**src/rtl/lsu_if.sv**
```systemverilog
// Core-side request/response and data-mux-side bus signals of the load/store unit.
// slave = the LSU itself, master = whatever drives requests and answers the bus.
interface lsu_if #(
  parameter int XLEN     = 32,
  parameter int ADDR_LEN = 14
);
  logic                 req_valid;
  logic                 req_ready;
  logic                 req_we;
  logic [2:0]           req_funct3;
  logic [XLEN-1:0]      req_addr;
  logic [XLEN-1:0]      req_wdata;
  logic                 rsp_valid;
  logic [XLEN-1:0]      rsp_rdata;
  logic                 rsp_err;
  logic [ADDR_LEN-1:0]  addr;
  logic                 rd_req;
  logic                 wr_req;
  logic                 rd_ready;
  logic                 wr_ready;
  logic [XLEN/8-1:0]    be;
  logic [XLEN-1:0]      wr_data;
  logic [XLEN-1:0]      rd_data;

  modport slave (
    input  req_valid, req_we, req_funct3, req_addr, req_wdata,
    input  rd_ready, wr_ready, rd_data,
    output req_ready, rsp_valid, rsp_rdata, rsp_err,
    output addr, rd_req, wr_req, be, wr_data
  );

  modport master (
    output req_valid, req_we, req_funct3, req_addr, req_wdata,
    output rd_ready, wr_ready, rd_data,
    input  req_ready, rsp_valid, rsp_rdata, rsp_err,
    input  addr, rd_req, wr_req, be, wr_data
  );
endinterface

```
**src/rtl/lsu.sv**
```systemverilog
// RV32I load/store unit: one request in flight, response pulse one cycle after bus ready, error or timeout.
// Accepts only when idle (no queueing); bus request is level-held until ready or TIMEOUT wait cycles.
module lsu #(
  parameter int XLEN     = 32,
  parameter int ADDR_LEN = 14,
  parameter int TIMEOUT  = 255
) (
  input  logic  clk,
  input  logic  rstb,
  lsu_if.slave  bus
);
  localparam int NB = XLEN / 8;
  localparam int CW = (TIMEOUT > 1) ? $clog2(TIMEOUT) : 1;
  localparam logic [CW-1:0] LAST_WAIT = CW'(TIMEOUT - 1);

  typedef enum logic [1:0] {IDLE, RD, WR} state_t;

  state_t               state;
  logic [CW-1:0]        wait_cnt;
  logic [2:0]           funct3_q;
  logic [1:0]           off_q;
  logic [ADDR_LEN-1:0]  addr_q;
  logic [NB-1:0]        be_q;
  logic [XLEN-1:0]      wr_data_q;
  logic [XLEN-1:0]      rsp_rdata_q;
  logic                 rd_req_q;
  logic                 wr_req_q;
  logic                 rsp_valid_q;
  logic                 rsp_err_q;

  logic [1:0]           req_off;
  logic [1:0]           req_size;
  logic                 illegal;
  logic                 misalign;
  logic                 req_err;
  logic [NB-1:0]        be_nxt;
  logic [XLEN-1:0]      wr_data_nxt;
  logic [XLEN-1:0]      rd_shift;
  logic [XLEN-1:0]      load_data;
  logic                 unused_addr_hi;

  assign req_off  = bus.req_addr[1:0];
  assign req_size = bus.req_funct3[1:0];

  // Address bits above ADDR_LEN are intentionally dropped on the way to the mux.
  assign unused_addr_hi = ^bus.req_addr;

  always_comb begin
    illegal  = bus.req_we ? (bus.req_funct3[2] || req_size == 2'b11)
                          : (req_size == 2'b11 || bus.req_funct3[2:1] == 2'b11);
    misalign = (req_size == 2'b01 && req_off[0]) ||
               (req_size == 2'b10 && req_off != 2'b00);
    req_err  = illegal || misalign;
  end

  always_comb begin
    be_nxt      = '0;
    wr_data_nxt = bus.req_wdata;
    case (req_size)
      2'b00: begin
        be_nxt      = NB'(1) << req_off;
        wr_data_nxt = {NB{bus.req_wdata[7:0]}};
      end
      2'b01: begin
        be_nxt      = NB'(3) << req_off;
        wr_data_nxt = {(NB/2){bus.req_wdata[15:0]}};
      end
      2'b10:   be_nxt = '1;
      default: be_nxt = '0;
    endcase
  end

  assign rd_shift = bus.rd_data >> {off_q, 3'b000};

  always_comb begin
    case (funct3_q)
      3'b000:  load_data = {{(XLEN-8){rd_shift[7]}}, rd_shift[7:0]};
      3'b001:  load_data = {{(XLEN-16){rd_shift[15]}}, rd_shift[15:0]};
      3'b100:  load_data = {{(XLEN-8){1'b0}}, rd_shift[7:0]};
      3'b101:  load_data = {{(XLEN-16){1'b0}}, rd_shift[15:0]};
      default: load_data = rd_shift;
    endcase
  end

  always_ff @(posedge clk) begin
    if (!rstb) begin
      state       <= IDLE;
      wait_cnt    <= '0;
      funct3_q    <= '0;
      off_q       <= '0;
      addr_q      <= '0;
      be_q        <= '0;
      wr_data_q   <= '0;
      rsp_rdata_q <= '0;
      rd_req_q    <= 1'b0;
      wr_req_q    <= 1'b0;
      rsp_valid_q <= 1'b0;
      rsp_err_q   <= 1'b0;
    end else begin
      rsp_valid_q <= 1'b0;
      rsp_err_q   <= 1'b0;
      rsp_rdata_q <= '0;
      case (state)
        IDLE: begin
          if (bus.req_valid) begin
            funct3_q  <= bus.req_funct3;
            off_q     <= req_off;
            addr_q    <= bus.req_addr[ADDR_LEN-1:0];
            be_q      <= be_nxt;
            wr_data_q <= wr_data_nxt;
            wait_cnt  <= '0;
            if (req_err) begin
              rsp_valid_q <= 1'b1;
              rsp_err_q   <= 1'b1;
            end else if (bus.req_we) begin
              state    <= WR;
              wr_req_q <= 1'b1;
            end else begin
              state    <= RD;
              rd_req_q <= 1'b1;
            end
          end
        end
        RD: begin
          // Ready is tested before the wait limit so a last-cycle ready still succeeds.
          if (bus.rd_ready) begin
            state       <= IDLE;
            rd_req_q    <= 1'b0;
            rsp_valid_q <= 1'b1;
            rsp_rdata_q <= load_data;
          end else if (wait_cnt == LAST_WAIT) begin
            state       <= IDLE;
            rd_req_q    <= 1'b0;
            rsp_valid_q <= 1'b1;
            rsp_err_q   <= 1'b1;
          end else begin
            wait_cnt <= wait_cnt + CW'(1);
          end
        end
        WR: begin
          if (bus.wr_ready) begin
            state       <= IDLE;
            wr_req_q    <= 1'b0;
            rsp_valid_q <= 1'b1;
          end else if (wait_cnt == LAST_WAIT) begin
            state       <= IDLE;
            wr_req_q    <= 1'b0;
            rsp_valid_q <= 1'b1;
            rsp_err_q   <= 1'b1;
          end else begin
            wait_cnt <= wait_cnt + CW'(1);
          end
        end
        default: begin
          state    <= IDLE;
          rd_req_q <= 1'b0;
          wr_req_q <= 1'b0;
        end
      endcase
    end
  end

  assign bus.req_ready = (state == IDLE) && rstb;
  assign bus.rd_req    = rd_req_q;
  assign bus.wr_req    = wr_req_q;
  assign bus.addr      = addr_q;
  assign bus.be        = be_q;
  assign bus.wr_data   = wr_data_q;
  assign bus.rsp_valid = rsp_valid_q;
  assign bus.rsp_err   = rsp_err_q;
  assign bus.rsp_rdata = rsp_rdata_q;
endmodule

```
**src/flat_wrapper.sv**
```systemverilog
// flat-port wrapper written by rule: the top's interface ports become plain ports
module lsu_flat 
#(
  parameter int XLEN     = 32,
  parameter int ADDR_LEN = 14,
  parameter int TIMEOUT  = 255
)
  (clk, rstb, bus_req_valid, bus_req_we, bus_req_funct3, bus_req_addr, bus_req_wdata, bus_rd_ready, bus_wr_ready, bus_rd_data, bus_req_ready, bus_rsp_valid, bus_rsp_rdata, bus_rsp_err, bus_addr, bus_rd_req, bus_wr_req, bus_be, bus_wr_data);
  lsu_if #(.XLEN(XLEN), .ADDR_LEN(ADDR_LEN)) bus_i ();
  input  logic clk;
  input  logic rstb;
  input wire logic [$bits(bus_i.req_valid)-1:0] bus_req_valid;
  input wire logic [$bits(bus_i.req_we)-1:0] bus_req_we;
  input wire logic [$bits(bus_i.req_funct3)-1:0] bus_req_funct3;
  input wire logic [$bits(bus_i.req_addr)-1:0] bus_req_addr;
  input wire logic [$bits(bus_i.req_wdata)-1:0] bus_req_wdata;
  input wire logic [$bits(bus_i.rd_ready)-1:0] bus_rd_ready;
  input wire logic [$bits(bus_i.wr_ready)-1:0] bus_wr_ready;
  input wire logic [$bits(bus_i.rd_data)-1:0] bus_rd_data;
  output wire logic [$bits(bus_i.req_ready)-1:0] bus_req_ready;
  output wire logic [$bits(bus_i.rsp_valid)-1:0] bus_rsp_valid;
  output wire logic [$bits(bus_i.rsp_rdata)-1:0] bus_rsp_rdata;
  output wire logic [$bits(bus_i.rsp_err)-1:0] bus_rsp_err;
  output wire logic [$bits(bus_i.addr)-1:0] bus_addr;
  output wire logic [$bits(bus_i.rd_req)-1:0] bus_rd_req;
  output wire logic [$bits(bus_i.wr_req)-1:0] bus_wr_req;
  output wire logic [$bits(bus_i.be)-1:0] bus_be;
  output wire logic [$bits(bus_i.wr_data)-1:0] bus_wr_data;
  assign bus_i.req_valid = bus_req_valid;
  assign bus_i.req_we = bus_req_we;
  assign bus_i.req_funct3 = bus_req_funct3;
  assign bus_i.req_addr = bus_req_addr;
  assign bus_i.req_wdata = bus_req_wdata;
  assign bus_i.rd_ready = bus_rd_ready;
  assign bus_i.wr_ready = bus_wr_ready;
  assign bus_i.rd_data = bus_rd_data;
  assign bus_req_ready = bus_i.req_ready;
  assign bus_rsp_valid = bus_i.rsp_valid;
  assign bus_rsp_rdata = bus_i.rsp_rdata;
  assign bus_rsp_err = bus_i.rsp_err;
  assign bus_addr = bus_i.addr;
  assign bus_rd_req = bus_i.rd_req;
  assign bus_wr_req = bus_i.wr_req;
  assign bus_be = bus_i.be;
  assign bus_wr_data = bus_i.wr_data;
  lsu #(.XLEN(XLEN), .ADDR_LEN(ADDR_LEN), .TIMEOUT(TIMEOUT)) u_core (.clk(clk), .rstb(rstb), .bus(bus_i));
endmodule
```
**config.mk**
```make
export PLATFORM = sky130hd
export DESIGN_NAME = lsu_flat
export DESIGN_NICKNAME = d
export VERILOG_FILES = /design/src/rtl/lsu_if.sv /design/src/rtl/lsu.sv /design/src/flat_wrapper.sv
export SDC_FILE = /design/constraint.sdc
export NUM_CORES = 1
export LEC_CHECK = 0
export CORE_ASPECT_RATIO = 0.8
export CORE_UTILIZATION = 39
export CTS_CLUSTER_DIAMETER = 80
export DETAILED_ROUTE_END_ITERATION = 16
export GPL_ROUTABILITY_DRIVEN = 0
export PLACE_DENSITY = 0.78
export SLEW_MARGIN = 20
export SYNTH_ARGS = -nofsm -noshare
export SYNTH_HDL_FRONTEND = slang
export SYNTH_SLANG_ARGS = --single-unit
```
**constraint.sdc**
```tcl
create_clock -name clk -period 1.81 [get_ports clk]
set_input_delay 0.362 -clock clk [delete_from_list [all_inputs] [get_ports clk]]
set_output_delay 0.362 -clock clk [all_outputs]
set_load 0.1 [all_outputs]
```
* Yosys cells after proc, flatten, opt, wreduce, memory -nomap -nowiden
Cells that the tools add are included.
Operators by class: add/subtract/negate cells 1, eq/ne operators 18, shifts and indexed selects 3, multiplexer cells 36, bitwise gates (word level) 2, reductions and logical operators 18
Operator list (number):
- $pmux 32 s4 | 1
- $pmux 32 s2 | 1
- $mux 8 | 4
- $shr 32x5->32 | 1
- $pmux 8 s3 | 1
- $mux 1 | 17
- $mux 2 | 6
- $ne 2x2->1 const B | 6
- $pmux 1 s3 | 4
- $pmux 4 s3 | 1
- $reduce_and 5->1 | 2
- $add 8x1->8 const B | 1
- $eq 2x2->1 const B | 4
- $eq 8x8->1 const B | 1
- $eq 3x3->1 const B | 2
- $ne 3x2->1 const B | 2
- $pmux 2 s3 | 1
- $eq 2x1->1 const B | 2
- $logic_not 2->1 | 2
- $logic_or 1x1->1 | 4
- $reduce_and 2->1 | 2
- $reduce_and 4->1 | 1
- $shl 1x2->4 const A | 1
- $shl 2x2->4 const A | 1
- 7 further kinds | 10
Word-level totals: register bits 101, input bits 105, output and inout port bits 87, word-level logic and storage cells 90

* Depth between registers and ports, before layout
depth after elaboration 7, mapped depth 9, depth with buffers taken out 6

* Least setup slack after synthesis
OpenSTA, ideal clock, no wires.
kind flip-flop to flip-flop, start point register, netlist name u_core.bus.addr[1], end point register u_core.rsp_rdata_q[21] (netlist: u_core.bus.rsp_rdata[21]), setup time 0.133 ns, arrival 2.207 ns, data required time 1.677 ns, path slack -0.529 ns, cell stages (with the launch flop) 7, path buffers 2, period minus slack after synthesis 2.339 ns, cell sequence dfxtp_1 > buf_2 > mux2i_1 > nand3b_1 > nand4_1 > clkbuf_1 > a21oi_1
RTL lines:
- to (signal assigned) | RTL line lsu.sv:130 | rsp_rdata_q <= load_data;
- to (decl) | RTL line lsu.sv:25 | logic [XLEN-1:0] rsp_rdata_q;

* Worst setup path in the final report
start point register u_core.state[1], end point output bus_req_ready
Between the ends: cells in the longest elaborated chain, start to end 2
Ends and longest elaborated chain:
- from (decl) | RTL line lsu.sv:18 | state_t state;
- from (signal assigned) | RTL line lsu.sv:87 | state <= IDLE;
- from (signal assigned) | RTL line lsu.sv:116 | state <= WR;
- from (signal assigned) | RTL line lsu.sv:119 | state <= RD;
- $logic_not 2->1 | RTL line lsu.sv:163 | assign bus.req_ready = (state == IDLE) && rstb;
- $logic_and 1x1->1 | RTL line lsu.sv:163
- to (decl) | RTL line flat_wrapper.sv:20 | output wire logic [$bits(bus_i.req_ready)-1:0] bus_req_ready;
No other way between the ends.

==> impl_metrics.py <==
metrics = {
    "global_routing": {
        "grt_overflow": 0,
        "track_usage_pct": 24.6,
        "grt_pass1_wl_microns": 23000,
        "grt_start_max_net_pins": 51,
        "antenna_found_initial": 0,
        "grt_pass1_vias": 4719,
    },
    "synth": {
        "synth_cell_type_count": 44,
        "synth_nets": 654,
        "synth_warnings": 0,
        "syn_avg_cell_area_sq_um": 8.27,
        "syn_area_sq_um": 4490,
        "synth_area_leaders": "dfxtp_1 44%, nand2_1 8.9%, a21oi_1 7.5%",
        "synth_top_cell_area_share_pct": 44.2,
        "postSynthCellCount": 543,
        "ys_dominant_reg_cell": "dfxtp_1",
        "ys_ff_latch": 99,
        "synth.most_common_cell": "nand2_1",
        "synth-seq-area-share_pct": 44.2,
        "synth_edf_count": 0,
        "async_flop_share_pct": 0,
        "synth_commonest_cells": "106 x nand2_1, 99 x dfxtp_1, 67 x a21oi_1",
        "synth_top_area_cell": "dfxtp_1",
    },
    "sta": {
        "hold_viol": 0,
        "slew_viol_final": 0,
        "whs_ns": 0.457,
        "setup_viol": 0,
        "clock-skew-final_ns": 0.00457,
        "tightest_slew_ns": 0.398,
        "rsz0062_at_grt": "false",
        "tns_ns": 0,
        "fin_crit_sh_pct": 97.4,
        "max_freq_ghz": 0.567,
        "post-route-min-period_ns": 1.76,
        "max_slew_margin_pct": 73.4,
    },
    "routing": {
        "dr.pass1.iters": 4,
        "antenna_left": 0,
        "routed_via_density": 5.33,
        "drc": 0,
        "drtIter0Drc": 297,
        "wl_per_cell_microns": 16.6,
        "route.vias.total": 4694,
        "routed_wl_microns": 14600,
    },
    "clock_tree": {
        "numCtsBuffers": 9,
        "cts_max_level": 3,
        "clock_latency_ns": 0.34,
        "clock_path_buffers": 2,
        "clockRootBuffer": "clkbuf_16",
        "cts_tree": "done",
        "cts.sinks": 99,
        "clkTransAtPathRegs_ns": 0.07,
    },
    "placed_design": {
        "placed_area_sq_um": 7510,
        "dp_hpwl_microns": 10900,
        "portBuffers": 173,
    },
    "worst_hold_path": {
        "hold_class": "reg2reg",
    },
    "power_and_ir_drop": {
        "peakVddDrop_mv": 0.703,
        "power_leakage_nw": 3.13,
        "power_density_nw_per_um2": 903,
    },
    "floorplanning": {
        "fp.dieArea_sq_um": 11900,
        "fp.dieH_microns": 98.0,
        "start_util_pct": 40.7,
        "core-area_sq_um": 11000,
        "rows": 34,
        "ioPinCount": 192,
        "die_x_microns": 122,
    },
    "critical_path": {
        "cp.required_ns": 1.45,
        "arrival_ns": 1.40,
        "critPathKind": "reg2out",
        "worstSetupStartpointType": "flop",
        "cp-end-kind": "output pin",
        "critical_path.max_fanout": 7,
    },
    "run_status": {
        "status": "finished, final reports clean",
    },
    "final_layout": {
        "nFillCells": 787,
        "drive_gt1_share_pct": 25.3,
        "nets": 842,
        "diodes": 0,
        "stdcell_area_sq_um": 7940,
        "syn2layout_area_growth_pct": 76.9,
    },
    "job": {
        "drv_cap": 0,
    },
}
## metal layers
| layer | up-vias | wire length, microns | track usage (%) |
|---|---|---|---|
| met2 | 172 | 7520 | 42.9 |
| met1 | 2227 | 5740 | 28.4 |
| met4 | 0 | 240 | 7.41 |
| met5 | - | 0 | 0 |
| met3 | 18 | 1140 | 8.00 |
| li1 | 2277 | - | - |
## area by class of cell
class                           count  area, sq um  area share (%)
Multi-Input combinational cell    393         2380            30.0
Inverter                            9         36.3           0.457
Sequential cell                    99         2000            25.2
Clock buffer                       10          239            3.01
Tap cell                          144          180            2.27
Clock inverter                      6         87.6            1.10
Timing Repair Buffer              219         3020            38.0
## through the flow
step / setup WS (ns) / total power [mW] / utilization (%) / instances
2_1_floorplan: 0.00635 / 3.98 / - / 543
3_3_place_gp: -0.319 / 5.04 / 68.2 / 862
3_5_place_dp: -0.397 / 5.09 / 68.2 / 862
4_1_cts: 0.00711 / 7.18 / 71.5 / 879
5_1_grt: 0.00232 / 7.44 / 72.1 / 880
6_report: 0.0463 / 7.17 / 72.1 / 880
## critical path, cell delays in order, from the launching register on
cell	delay, ns
dfxtp_4	0.37
inv_4	0.07
ha_4	0.14
buf_4	0.15
and2_4	0.16
buf_12	0.17
## cells in the final DEF (no fill, tap or decap), types with 3 or more instances in the layout
master / n
o21ai_0: 29
and2_1: 7
clkdlybuf4s50_1: 82
a21oi_1: 66
dfxtp_4: 4
a22oi_1: 3
a21boi_1: 3
buf_4: 41
mux2_2: 10
dfxtp_1: 94
a211oi_1: 23
inv_1: 6
and2_4: 3
buf_12: 92
ha_1: 4
mux2i_1: 27
nand2b_1: 8
a31oi_1: 4
dlymetal6s2s_1: 4
nand3_1: 7
a311oi_1: 8
o31ai_1: 6
or4_1: 3
nor2_1: 30
nor2b_1: 10
nand2_1: 106
clkbuf_16: 9
## cells by family after synthesis
family | count (synthesis) | share of synthesized area, %
flops | 99 | 44.2
mux | 37 | 8.53
compound gates | 159 | 21.7
fa+ha+maj | 6 | 1.67
buf+inv | 51 | 4.71
simple gates | 191 | 19.2
## power breakdown
part | internal (mW) | switching [mW]
clock network | 1.25 | 0.833
registers | 2.32 | 0.146
logic | 1.03 | 1.59
total | 4.60 | 2.57
## final timing paths
check	startpoint	to	slack, ns	depth (start not counted)
max	u_core.state[1]	bus_req_ready	0.05	5
min	u_core.funct3_q[2]	u_core.funct3_q[2]	0.46	2
max reg2reg	u_core.wait_cnt[0]	u_core.wait_cnt[1]	0.08	7
min reg2reg	u_core.funct3_q[2]	u_core.funct3_q[2]	0.46	2
## state kept, by name (all words and copies together) (netlist names)
signal and flops:
u_core.bus.rsp_rdata 32, u_core.bus.rsp_valid 1, u_core.wait_cnt 8, u_core.funct3_q 3
u_core.bus.wr_req 1, u_core.state 2, u_core.bus.rsp_err 1, u_core.bus.addr 14
u_core.bus.rd_req 1, u_core.bus.wr_data 32, u_core.bus.be 4
## what timing repair did
action	4_1_cts	5_1_grt
hold buffers	0	0
setup endpoints to repair	4	10
pin swaps	0	6
buffers inserted	1	1
gates resized for setup	7	16
Note: power is estimated with default switching activity, not from simulation.
